`src/rtl/div_sched_rr_pkg.sv`:
```
// Shared types and constants for the round-robin divider scheduler.
package div_sched_pkg;

  // Scheduler FSM encoding
  typedef enum logic [1:0] {
    ST_IDLE  = 2'd0,
    ST_ISSUE = 2'd1,
    ST_WAIT  = 2'd2,
    ST_RESP  = 2'd3
  } state_t;

  // Response error codes
  typedef enum logic [1:0] {
    ERR_OK  = 2'b00,
    ERR_DBZ = 2'b01,
    ERR_TMO = 2'b10
  } err_t;

  // Width of requester index / grant_o (covers NREQ up to 8)
  localparam int unsigned IDXW = 3;

  // Divide-by-zero quotient: all ones, sliced to XLEN (XLEN <= 64)
  localparam logic [63:0] DBZ_QUOT = '1;

endpackage

```
`src/rtl/div_sched_rr_if.sv`:
```
// Requester-side job/response channel bundle for div_sched_rr.
interface div_sched_rr_if #(
  parameter int unsigned NREQ = 2,
  parameter int unsigned XLEN = 32
) ();

  logic [NREQ-1:0]      req_valid_i;
  logic [NREQ-1:0]      req_ready_o;
  logic [NREQ*XLEN-1:0] req_dividend_i;
  logic [NREQ*XLEN-1:0] req_divisor_i;
  logic [NREQ-1:0]      rsp_valid_o;
  logic [NREQ-1:0]      rsp_ready_i;
  logic [XLEN-1:0]      rsp_quotient_o;
  logic [XLEN-1:0]      rsp_remainder_o;
  logic [1:0]           rsp_err_o;

  // Requester side
  modport master (
    output req_valid_i, req_dividend_i, req_divisor_i, rsp_ready_i,
    input  req_ready_o, rsp_valid_o, rsp_quotient_o, rsp_remainder_o, rsp_err_o
  );

  // Scheduler side
  modport slave (
    input  req_valid_i, req_dividend_i, req_divisor_i, rsp_ready_i,
    output req_ready_o, rsp_valid_o, rsp_quotient_o, rsp_remainder_o, rsp_err_o
  );

endinterface

```
`src/rtl/div_sched_rr_arb.sv`:
```
// Combinational round-robin picker: first asserted request at or above ptr, with wrap.
module rr_arbiter_nreq
  import div_sched_pkg::*;
#(
  parameter int unsigned NREQ = 2
) (
  input  logic [NREQ-1:0] req,
  input  logic [IDXW-1:0] ptr,
  output logic [NREQ-1:0] gnt,
  output logic [IDXW-1:0] idx,
  output logic            found
);

  localparam logic [IDXW:0] NREQ_W = (IDXW+1)'(NREQ);

  logic [2*NREQ-1:0] dbl;
  logic [NREQ-1:0]   rot;
  logic [IDXW-1:0]   off;
  logic [IDXW:0]     sum;

  // Rotate requests so ptr sits at bit 0, priority-encode, then rotate the index back
  always_comb begin
    dbl   = {req, req} >> ptr;
    rot   = dbl[NREQ-1:0];
    found = 1'b0;
    off   = '0;
    for (int unsigned i = 0; i < NREQ; i++) begin
      if (!found && rot[i]) begin
        found = 1'b1;
        off   = IDXW'(i);
      end
    end
    sum = {1'b0, ptr} + {1'b0, off};
    if (sum >= NREQ_W) sum = sum - NREQ_W;
    idx = sum[IDXW-1:0];
    gnt = '0;
    for (int unsigned i = 0; i < NREQ; i++) begin
      if (found && idx == IDXW'(i)) gnt[i] = 1'b1;
    end
  end

endmodule

```
`src/rtl/div_sched_rr.sv`:
```
// Round-robin scheduler sharing one serial divider core among NREQ requesters.
module div_sched_rr
  import div_sched_pkg::*;
#(
  parameter int unsigned NREQ = 2,
  parameter int unsigned XLEN = 32,
  parameter int unsigned TMO  = 40,
  parameter int unsigned TMOW = 6
) (
  input  logic            clk_i,
  input  logic            reset_i,
  div_sched_rr_if.slave   req_if,
  output logic            div_start_o,
  output logic [XLEN-1:0] div_dividend_o,
  output logic [XLEN-1:0] div_divisor_o,
  input  logic            div_fini_i,
  input  logic [XLEN-1:0] div_quotient_i,
  input  logic [XLEN-1:0] div_remainder_i,
  output logic            busy_o,
  output logic [2:0]      grant_o
);

  state_t          state_q, state_d;
  logic [IDXW-1:0] ptr_q, grant_q, next_ptr;
  logic [TMOW-1:0] tmo_q;
  logic [XLEN-1:0] quot_q, rem_q;
  err_t            err_q;

  logic [NREQ-1:0] arb_gnt, owner_oh;
  logic [IDXW-1:0] arb_idx;
  logic            arb_found;
  logic [XLEN-1:0] sel_dividend, sel_divisor;
  logic            accept, rsp_done, tmo_hit;

  rr_arbiter_nreq #(.NREQ(NREQ)) u_arb (
    .req   (req_if.req_valid_i),
    .ptr   (ptr_q),
    .gnt   (arb_gnt),
    .idx   (arb_idx),
    .found (arb_found)
  );

  // Operand mux for the requester the arbiter picked
  always_comb begin
    sel_dividend = '0;
    sel_divisor  = '0;
    for (int unsigned k = 0; k < NREQ; k++) begin
      if (arb_idx == IDXW'(k)) begin
        sel_dividend = req_if.req_dividend_i[k*XLEN +: XLEN];
        sel_divisor  = req_if.req_divisor_i[k*XLEN +: XLEN];
      end
    end
  end

  // One-hot decode of the current owner
  always_comb begin
    owner_oh = '0;
    for (int unsigned k = 0; k < NREQ; k++) begin
      if (grant_q == IDXW'(k)) owner_oh[k] = 1'b1;
    end
  end

  assign accept   = (state_q == ST_IDLE) && arb_found;
  assign rsp_done = |(req_if.rsp_ready_i & owner_oh);
  assign next_ptr = (arb_idx == IDXW'(NREQ-1)) ? '0 : arb_idx + 1'b1;
  // WAIT cycle j after the start pulse sees tmo_q == j-1; aborting when
  // tmo_q == TMO-2 puts the timeout response exactly TMO cycles after start.
  assign tmo_hit  = (tmo_q == TMOW'(TMO-2));

  // Next-state logic
  always_comb begin
    state_d = state_q;
    case (state_q)
      ST_IDLE:  if (accept) state_d = (sel_divisor == '0) ? ST_RESP : ST_ISSUE;
      ST_ISSUE: state_d = ST_WAIT;
      ST_WAIT:  if (div_fini_i || tmo_hit) state_d = ST_RESP;
      ST_RESP:  if (rsp_done) state_d = ST_IDLE;
      default:  state_d = ST_IDLE;
    endcase
  end

  // State register
  always_ff @(posedge clk_i) begin
    if (reset_i) state_q <= ST_IDLE;
    else         state_q <= state_d;
  end

  // Job latch, core handshake and result capture
  always_ff @(posedge clk_i) begin
    if (reset_i) begin
      ptr_q          <= '0;
      grant_q        <= '0;
      tmo_q          <= '0;
      div_dividend_o <= '0;
      div_divisor_o  <= '0;
      quot_q         <= '0;
      rem_q          <= '0;
      err_q          <= ERR_OK;
    end else begin
      case (state_q)
        ST_IDLE: begin
          if (accept) begin
            ptr_q          <= next_ptr;
            grant_q        <= arb_idx;
            div_dividend_o <= sel_dividend;
            div_divisor_o  <= sel_divisor;
            if (sel_divisor == '0) begin
              quot_q <= DBZ_QUOT[XLEN-1:0];
              rem_q  <= sel_dividend;
              err_q  <= ERR_DBZ;
            end
          end
        end
        ST_ISSUE: tmo_q <= '0;
        ST_WAIT: begin
          tmo_q <= tmo_q + 1'b1;
          if (div_fini_i) begin
            quot_q <= div_quotient_i;
            rem_q  <= div_remainder_i;
            err_q  <= ERR_OK;
          end else if (tmo_hit) begin
            quot_q <= '0;
            rem_q  <= '0;
            err_q  <= ERR_TMO;
          end
        end
        default: ;
      endcase
    end
  end

  assign req_if.req_ready_o     = (state_q == ST_IDLE) ? arb_gnt : '0;
  assign req_if.rsp_valid_o     = (state_q == ST_RESP) ? owner_oh : '0;
  assign req_if.rsp_quotient_o  = quot_q;
  assign req_if.rsp_remainder_o = rem_q;
  assign req_if.rsp_err_o       = err_q;
  assign div_start_o            = (state_q == ST_ISSUE);
  assign busy_o                 = (state_q != ST_IDLE);
  assign grant_o                = grant_q;

endmodule

```
`src/flat_wrapper.sv`:
```
// flat-port wrapper written by rule: the top's interface ports become plain ports
module div_sched_rr_flat import div_sched_pkg::*;
#(
  parameter int unsigned NREQ = 2,
  parameter int unsigned XLEN = 32,
  parameter int unsigned TMO  = 40,
  parameter int unsigned TMOW = 6
)
  (clk_i, reset_i, div_start_o, div_dividend_o, div_divisor_o, div_fini_i, div_quotient_i, div_remainder_i, busy_o, grant_o, req_if_req_valid_i, req_if_req_dividend_i, req_if_req_divisor_i, req_if_rsp_ready_i, req_if_req_ready_o, req_if_rsp_valid_o, req_if_rsp_quotient_o, req_if_rsp_remainder_o, req_if_rsp_err_o);
  div_sched_rr_if #(.NREQ(NREQ), .XLEN(XLEN)) req_if_i ();
  input  logic clk_i;
  input  logic reset_i;
  output logic div_start_o;
  output logic [XLEN-1:0] div_dividend_o;
  output logic [XLEN-1:0] div_divisor_o;
  input  logic div_fini_i;
  input  logic [XLEN-1:0] div_quotient_i;
  input  logic [XLEN-1:0] div_remainder_i;
  output logic busy_o;
  output logic [2:0] grant_o;
  input wire logic [$bits(req_if_i.req_valid_i)-1:0] req_if_req_valid_i;
  input wire logic [$bits(req_if_i.req_dividend_i)-1:0] req_if_req_dividend_i;
  input wire logic [$bits(req_if_i.req_divisor_i)-1:0] req_if_req_divisor_i;
  input wire logic [$bits(req_if_i.rsp_ready_i)-1:0] req_if_rsp_ready_i;
  output wire logic [$bits(req_if_i.req_ready_o)-1:0] req_if_req_ready_o;
  output wire logic [$bits(req_if_i.rsp_valid_o)-1:0] req_if_rsp_valid_o;
  output wire logic [$bits(req_if_i.rsp_quotient_o)-1:0] req_if_rsp_quotient_o;
  output wire logic [$bits(req_if_i.rsp_remainder_o)-1:0] req_if_rsp_remainder_o;
  output wire logic [$bits(req_if_i.rsp_err_o)-1:0] req_if_rsp_err_o;
  assign req_if_i.req_valid_i = req_if_req_valid_i;
  assign req_if_i.req_dividend_i = req_if_req_dividend_i;
  assign req_if_i.req_divisor_i = req_if_req_divisor_i;
  assign req_if_i.rsp_ready_i = req_if_rsp_ready_i;
  assign req_if_req_ready_o = req_if_i.req_ready_o;
  assign req_if_rsp_valid_o = req_if_i.rsp_valid_o;
  assign req_if_rsp_quotient_o = req_if_i.rsp_quotient_o;
  assign req_if_rsp_remainder_o = req_if_i.rsp_remainder_o;
  assign req_if_rsp_err_o = req_if_i.rsp_err_o;
  div_sched_rr #(.NREQ(NREQ), .XLEN(XLEN), .TMO(TMO), .TMOW(TMOW)) u_core (.clk_i(clk_i), .reset_i(reset_i), .req_if(req_if_i), .div_start_o(div_start_o), .div_dividend_o(div_dividend_o), .div_divisor_o(div_divisor_o), .div_fini_i(div_fini_i), .div_quotient_i(div_quotient_i), .div_remainder_i(div_remainder_i), .busy_o(busy_o), .grant_o(grant_o));
endmodule
```
`config.mk`:
```
export PLATFORM = sky130hd
export DESIGN_NAME = div_sched_rr_flat
export DESIGN_NICKNAME = d
export VERILOG_FILES = /design/src/rtl/div_sched_rr_pkg.sv /design/src/rtl/div_sched_rr_if.sv /design/src/rtl/div_sched_rr_arb.sv /design/src/rtl/div_sched_rr.sv /design/src/flat_wrapper.sv
export SDC_FILE = /design/constraint.sdc
export NUM_CORES = 1
export LEC_CHECK = 0
export ABC_AREA = 1
export BUFFER_PORTS_ARGS = -buffer_cell sky130_fd_sc_hd__buf_2
export CAP_MARGIN = 20
export CORE_MARGIN = 5
export CORE_UTILIZATION = 45
export CTS_BUF_LIST = sky130_fd_sc_hd__clkbuf_8 sky130_fd_sc_hd__clkbuf_16
export DETAILED_ROUTE_END_ITERATION = 7
export PLACE_DENSITY = 0.77
export SLEW_MARGIN = 25
export SYNTH_ARGS = -nofsm -noshare
export SYNTH_HDL_FRONTEND = slang
export SYNTH_SLANG_ARGS = --single-unit
```
`constraint.sdc`:
```
create_clock -name clk_i -period 8.9 [get_ports clk_i]
set_clock_uncertainty 0.1 [all_clocks]
set_input_delay 1.78 -clock clk_i [delete_from_list [all_inputs] [get_ports clk_i]]
set_output_delay 1.78 -clock clk_i [all_outputs]
set_load 0.005 [all_outputs]
```
* Word-level counts from Yosys, hierarchy flattened *
Index checks and enable logic that the tools add are counted.

word-level totals
  register bits = 144
  input port bits = 199
  output and inout bits = 139
  logic and storage cells = 79

operators by class
  add/subtract/negate cells = 4
  order comparisons = 1
  equal/unequal tests = 11
  shifts and indexed selects = 1
  mux-type cells = 35
  bitwise gates (word level) = 1
  reductions and logical operators = 17

operator list
  kind                 count
  $mux 32              11
  $pmux 32 s2          2
  $logic_not 32->1     1
  $mux 2               10
  $pmux 6 s2           1
  $pmux 2 s4           1
  $mux 1               7
  $add 6x1->6 const B  1
  $eq 3x1->1 const B   2
  $eq 6x6->1 const B   1
  $logic_not 3->1      2
  $mux 3               2
  $ne 2x1->1 const B   3
  $reduce_bool 2->1    3
  $add 3x1->4          1
  $eq 2x2->1 const B   2
  $ge 4x2->1 const B   1
  $logic_and 1x1->1    4
  $pmux 2 s2           1
  $reduce_and 4->1     1
  $shr 4x3->2          1
  $add 3x1->3 const B  1
  $ne 3x2->1 const B   1
  $reduce_and 3->1     1
  other kinds (9)      9

* Longest topological paths before layout *
  word-level depth = 15
  gate-level depth with buffers = 28
  mapped depth without buffers = 25

* Cells and area by module *
From an unflattened synthesis, not the netlist that was laid out.

unflattened totals
  cells, all modules = 1209
  area total of the unflattened synthesis = 7681.1 um^2

modules (own cells, without submodules)
  module           instances  cells each  area each (um^2)  seq. area each (um^2)
  div_sched_rr     1          1181        7538.5            2882.8
  rr_arbiter_nreq  1          28          142.6             0.0

* Worst setup path after synthesis *
Ideal clock, no wire load.

  kind = input -> output
  start point = input port req_if_req_valid_i[0]
  end point = output port req_if_req_ready_o[0]
  arrival time = 3.481 ns
  data required time = 7.020 ns
  path slack = 3.539 ns
  stages = 9
  buffers on the path = 2
  cells stage by stage = nor2_1 -> nor3_1 -> nor2_1 -> ha_1 -> ha_1 -> o211ai_4 -> buf_2 -> clkbuf_1 -> nor2_1

on the way
  longest elaborated chain between the ends = 12
  elaborated cells on any way between the ends = 14
  those cells by class = add/sub: 2; order compare: 1; shift: 1; mux: 6; reduce/logical: 4

RTL lines
  item                                       line                    source
  start: declaration                         flat_wrapper.sv:21      input wire logic [$bits(req_if_i.req_valid_i)-1:0] req_if_req_valid_i;
  $shr 4x3->2 (*)                            div_sched_rr_arb.sv:23  dbl = {req, req} >> ptr;
  $mux 1                                     div_sched_rr_arb.sv:28  if (!found && rot[i]) begin
  $logic_not 1->1                            div_sched_rr_arb.sv:28
  $logic_and 1x1->1                          div_sched_rr_arb.sv:28
  $mux 1                                     div_sched_rr_arb.sv:28
  $add 3x1->4                                div_sched_rr_arb.sv:33  sum = {1'b0, ptr} + {1'b0, off};
  $ge 4x2->1 or $sub 3x2->3 (tied branches)  div_sched_rr_arb.sv:34  if (sum >= NREQ_W) sum = sum - NREQ_W;
  $mux 3                                     div_sched_rr_arb.sv:34
  $logic_not 3->1                            div_sched_rr_arb.sv:38  if (found && idx == IDXW'(i)) gnt[i] = 1'b1;
  $logic_and 1x1->1 (*)                      div_sched_rr_arb.sv:38
  $mux 1 (*)                                 div_sched_rr_arb.sv:38
  $mux 2 (*)                                 div_sched_rr.sv:132     assign req_if.req_ready_o = (state_q == ST_IDLE) ? arb_gnt : '0;
  end: declaration                           flat_wrapper.sv:25      output wire logic [$bits(req_if_i.req_ready_o)-1:0] req_if_req_ready_o;

Every way passes the cells marked *; elsewhere a longest branch is shown, timed or not.

* Worst setup path in the final report *
Same ends and word-level chain as after synthesis.

==> summary.txt <==
CTS
  • CTS resizes: 0
  • Hold Buf Count CTS: 0
  • CTS Sinks: 144
  • TritonCTS clock tree: yes
  • Htree depth: 4
  • Max Root-Sink Buffers: 2
  • Clk root buf: clkbuf_16
  • CTS Buf Count: 17
  • Clock Latency Late Sink: 0.41 ns
  • Post-CTS Setup Inserts: 0
  • Clock-pin transition on the worst setup and hold timing paths: 0.06 ns

Worst setup path
  • Reg-to-reg setup timing slack: 4.25 ns
  • FF-to-FF Start: u_core.ptr_q[0]
  • CP Max Fanout: 33
  • Cell repeated most along the worst path: nor2_1
  • WS Path Type: primary input to primary output
  • Slowest-stage cell, CP: o211ai_4
  • Arrival time worst endpoint: 4.24 ns
  • Worst setup path start: req_if_req_valid_i[0]
  • Crit path capture type: primary output
  • Required time of the critical path: 7.02 ns
  • CP Launch Type: primary input
  • CP max stage delay: 0.73 ns
  • CP cell instances: buf_2 -> nor2_1 -> nor3_1 -> nor2_1 -> ha_1 -> ha_1 -> o211ai_4 -> buf_4 -> nor2_1 -> buf_2

STA
  • Final hold vios: 0
  • Worst slew pin tran: 0.857 ns
  • Setup ws final: 2.78 ns
  • Crit path time final: 6.12 ns
  • Setup TNS: 0 ns
  • Final slew viol count: 0
  • Fmax: 0.163 GHz
  • Final setup violation count: 0
  • RSZ-0062 raised after global routing: false
  • Rel. slew slack: 42.6%
  • Period utilisation layout: 68.8%

Placed design
  • Inst Count DP: 1713
  • Pre-CTS setup slack: 2.48 ns
  • Routability Congestion: 0.887
  • HPWL Detailed: 17600 um
  • Port bufs: 337

Layout
  • Commonest non-fill, non-tap cells in the layout: buf_2 (337), nor2_1 (254), nand2_1 (234), inv_1 (209), dfxtp_1 (144)
  • Most common cell after layout, fill and taps aside: buf_2
  • P&R area growth vs syn: 30.6%
  • N_diodes: 0
  • Layout Nets: 1719
  • Share of layout cells above drive strength 1: 25.5%
  • Non-Filler Instances: 1743

Min path
  • Hold WC Path Type: flip-flop to flip-flop
  • HP Start: u_core.req_if.rsp_remainder_o[11]

Flow run
  • Max cap viols: 0

Logic synthesis
  • #FFs+latches synth: 144
  • Sequential area share after synthesis: 37.5%
  • Mean post-synth cell area: 6.27 um^2
  • Post-synth EDFFs: 0
  • Yosys cell types: 31
  • Synth Cell Area: 7690 um^2
  • Synth Warn #: 0
  • Post-Syn Instances: 1227
  • FFs w/ async S/R, synth: 0%
  • Ys flop type: dfxtp_1
  • Net count of the mapped netlist: 1434

Die
  • DIE HEIGHT: 141 um
  • Io pins: 338
  • Die W: 141 um
  • FP Rows: 47
  • Core area: 16700 um^2
  • Initial Util: 46.1%
  • Area of the die: 19800 um^2

Outcome
  • Run status: finished clean

Routing
  • Antenna Violating Nets Remaining: 0
  • Initial drt markers: 414
  • Drt drc: 0
  • Routed wire per std cell: 14.0 um
  • Vias/cell: 4.86
  • Post-Route WL: 24400 um
  • Via count: 8467
  • Router iterations before antenna repair: 7

Global route
  • Number of global-route vias before repair: 7745
  • Remaining global-route overflow: 0
  • First-pass GRT wire length: 38400 um
  • Initial antenna violation count: 1
  • Pin count of the biggest net entering global routing: 101
  • GRT Total Usage: 23.6%

Power
  • Peak supply drop: 0.241 mV
  • P_leak: 0.00580 uW
  • Power Density: 432 nW/um^2
  • Overall power: 4340 uW
cells by family (layout without fill, tap and decap cells):
| group | after synthesis | count (layout) | share of synthesized area [%] |
|---|---|---|---|
| buffers and inverters | 292 | 588 | 15.0 |
| AND/OR/NAND/NOR | 584 | 584 | 30.4 |
| XOR/XNOR | 2 | 2 | 0.228 |
| flip-flops | 144 | 144 | 37.5 |
| AO/OA/AOI/OAI | 197 | 197 | 15.6 |
| adder cells (fa/ha/maj) | 8 | 8 | 1.30 |
flip-flops by register name, summed over array words and instances, names as in the netlist:
register and flops:
u_core.div_dividend_o 32, u_core.div_divisor_o 32, u_core.grant_o 3, u_core.ptr_q 3
u_core.req_if.rsp_err_o 2, u_core.req_if.rsp_quotient_o 32, u_core.req_if.rsp_remainder_o 32, u_core.state_q 2
u_core.tmo_q 6
critical path, delay by kind of cell:
family,cells,cell delay [ns]
adder cells (fa/ha/maj),2,0.62
AO/OA/AOI/OAI,1,0.73
buffers and inverters,3,0.64
AND/OR/NAND/NOR,4,0.46
per-layer routing:
layer | wire (um) | global-route usage, % | vias to the layer above
li1 | - | - | 4360
met1 | 9720 | 27.9 | 3714
met2 | 12000 | 41.7 | 347
met3 | 2080 | 5.72 | 44
met4 | 609 | 8.26 | 2
met5 | 13 | 0 | -
final cells by class:
| class | instances | area (um^2) |
|---|---|---|
| multi-input combinational | 791 | 3690 |
| clock inverter | 13 | 220 |
| fill | 1604 | 6650 |
| timing repair buffer | 347 | 1770 |
| sequential | 144 | 2880 |
| tap | 220 | 275 |
| clock buffer | 17 | 425 |
| inverter | 211 | 793 |
stage by stage:
step	instance area (um^2)	util (%)	hold WS [ns]
after detailed placement	9390	56.2	0.362
after CTS	10000	60.1	0.378
final	10000	60.2	0.373
after global placement	9390	56.2	0.356
after global routing	10000	60.2	0.399
after floorplan	7690	-	0.373
report_power, final:
group | internal (uW) | switching [uW] | total (uW)
combinational | 853 | 1570 | 2420
sequential | 958 | 163 | 1120
clock | 520 | 272 | 793
path summary, 6_finish.rpt:
kind,to,cells after the start
worst max-delay path,req_if_req_ready_o[0],10
worst min-delay path,u_core.req_if.rsp_remainder_o[11],2
worst max register to register,u_core.req_if.rsp_quotient_o[30],21
worst min register to register,u_core.req_if.rsp_remainder_o[11],2
synth_stat cells, drive strengths merged (3+ instances only):
cell type / count / area share [%]
a211oi: 3 / 0.29
a21oi: 44 / 2.9
a22oi: 32 / 3.1
buf: 29 / 2.1
clkbuf: 52 / 2.5
dfxtp: 144 / 37
ha: 8 / 1.3
inv: 210 / 10
nand2: 240 / 12
nand3: 79 / 5.2
nor2: 255 / 12
nor3: 6 / 0.39
o211ai: 34 / 3.5
o21a: 9 / 0.88
o21ai: 72 / 4.7
(Power assumes the default switching activity.)
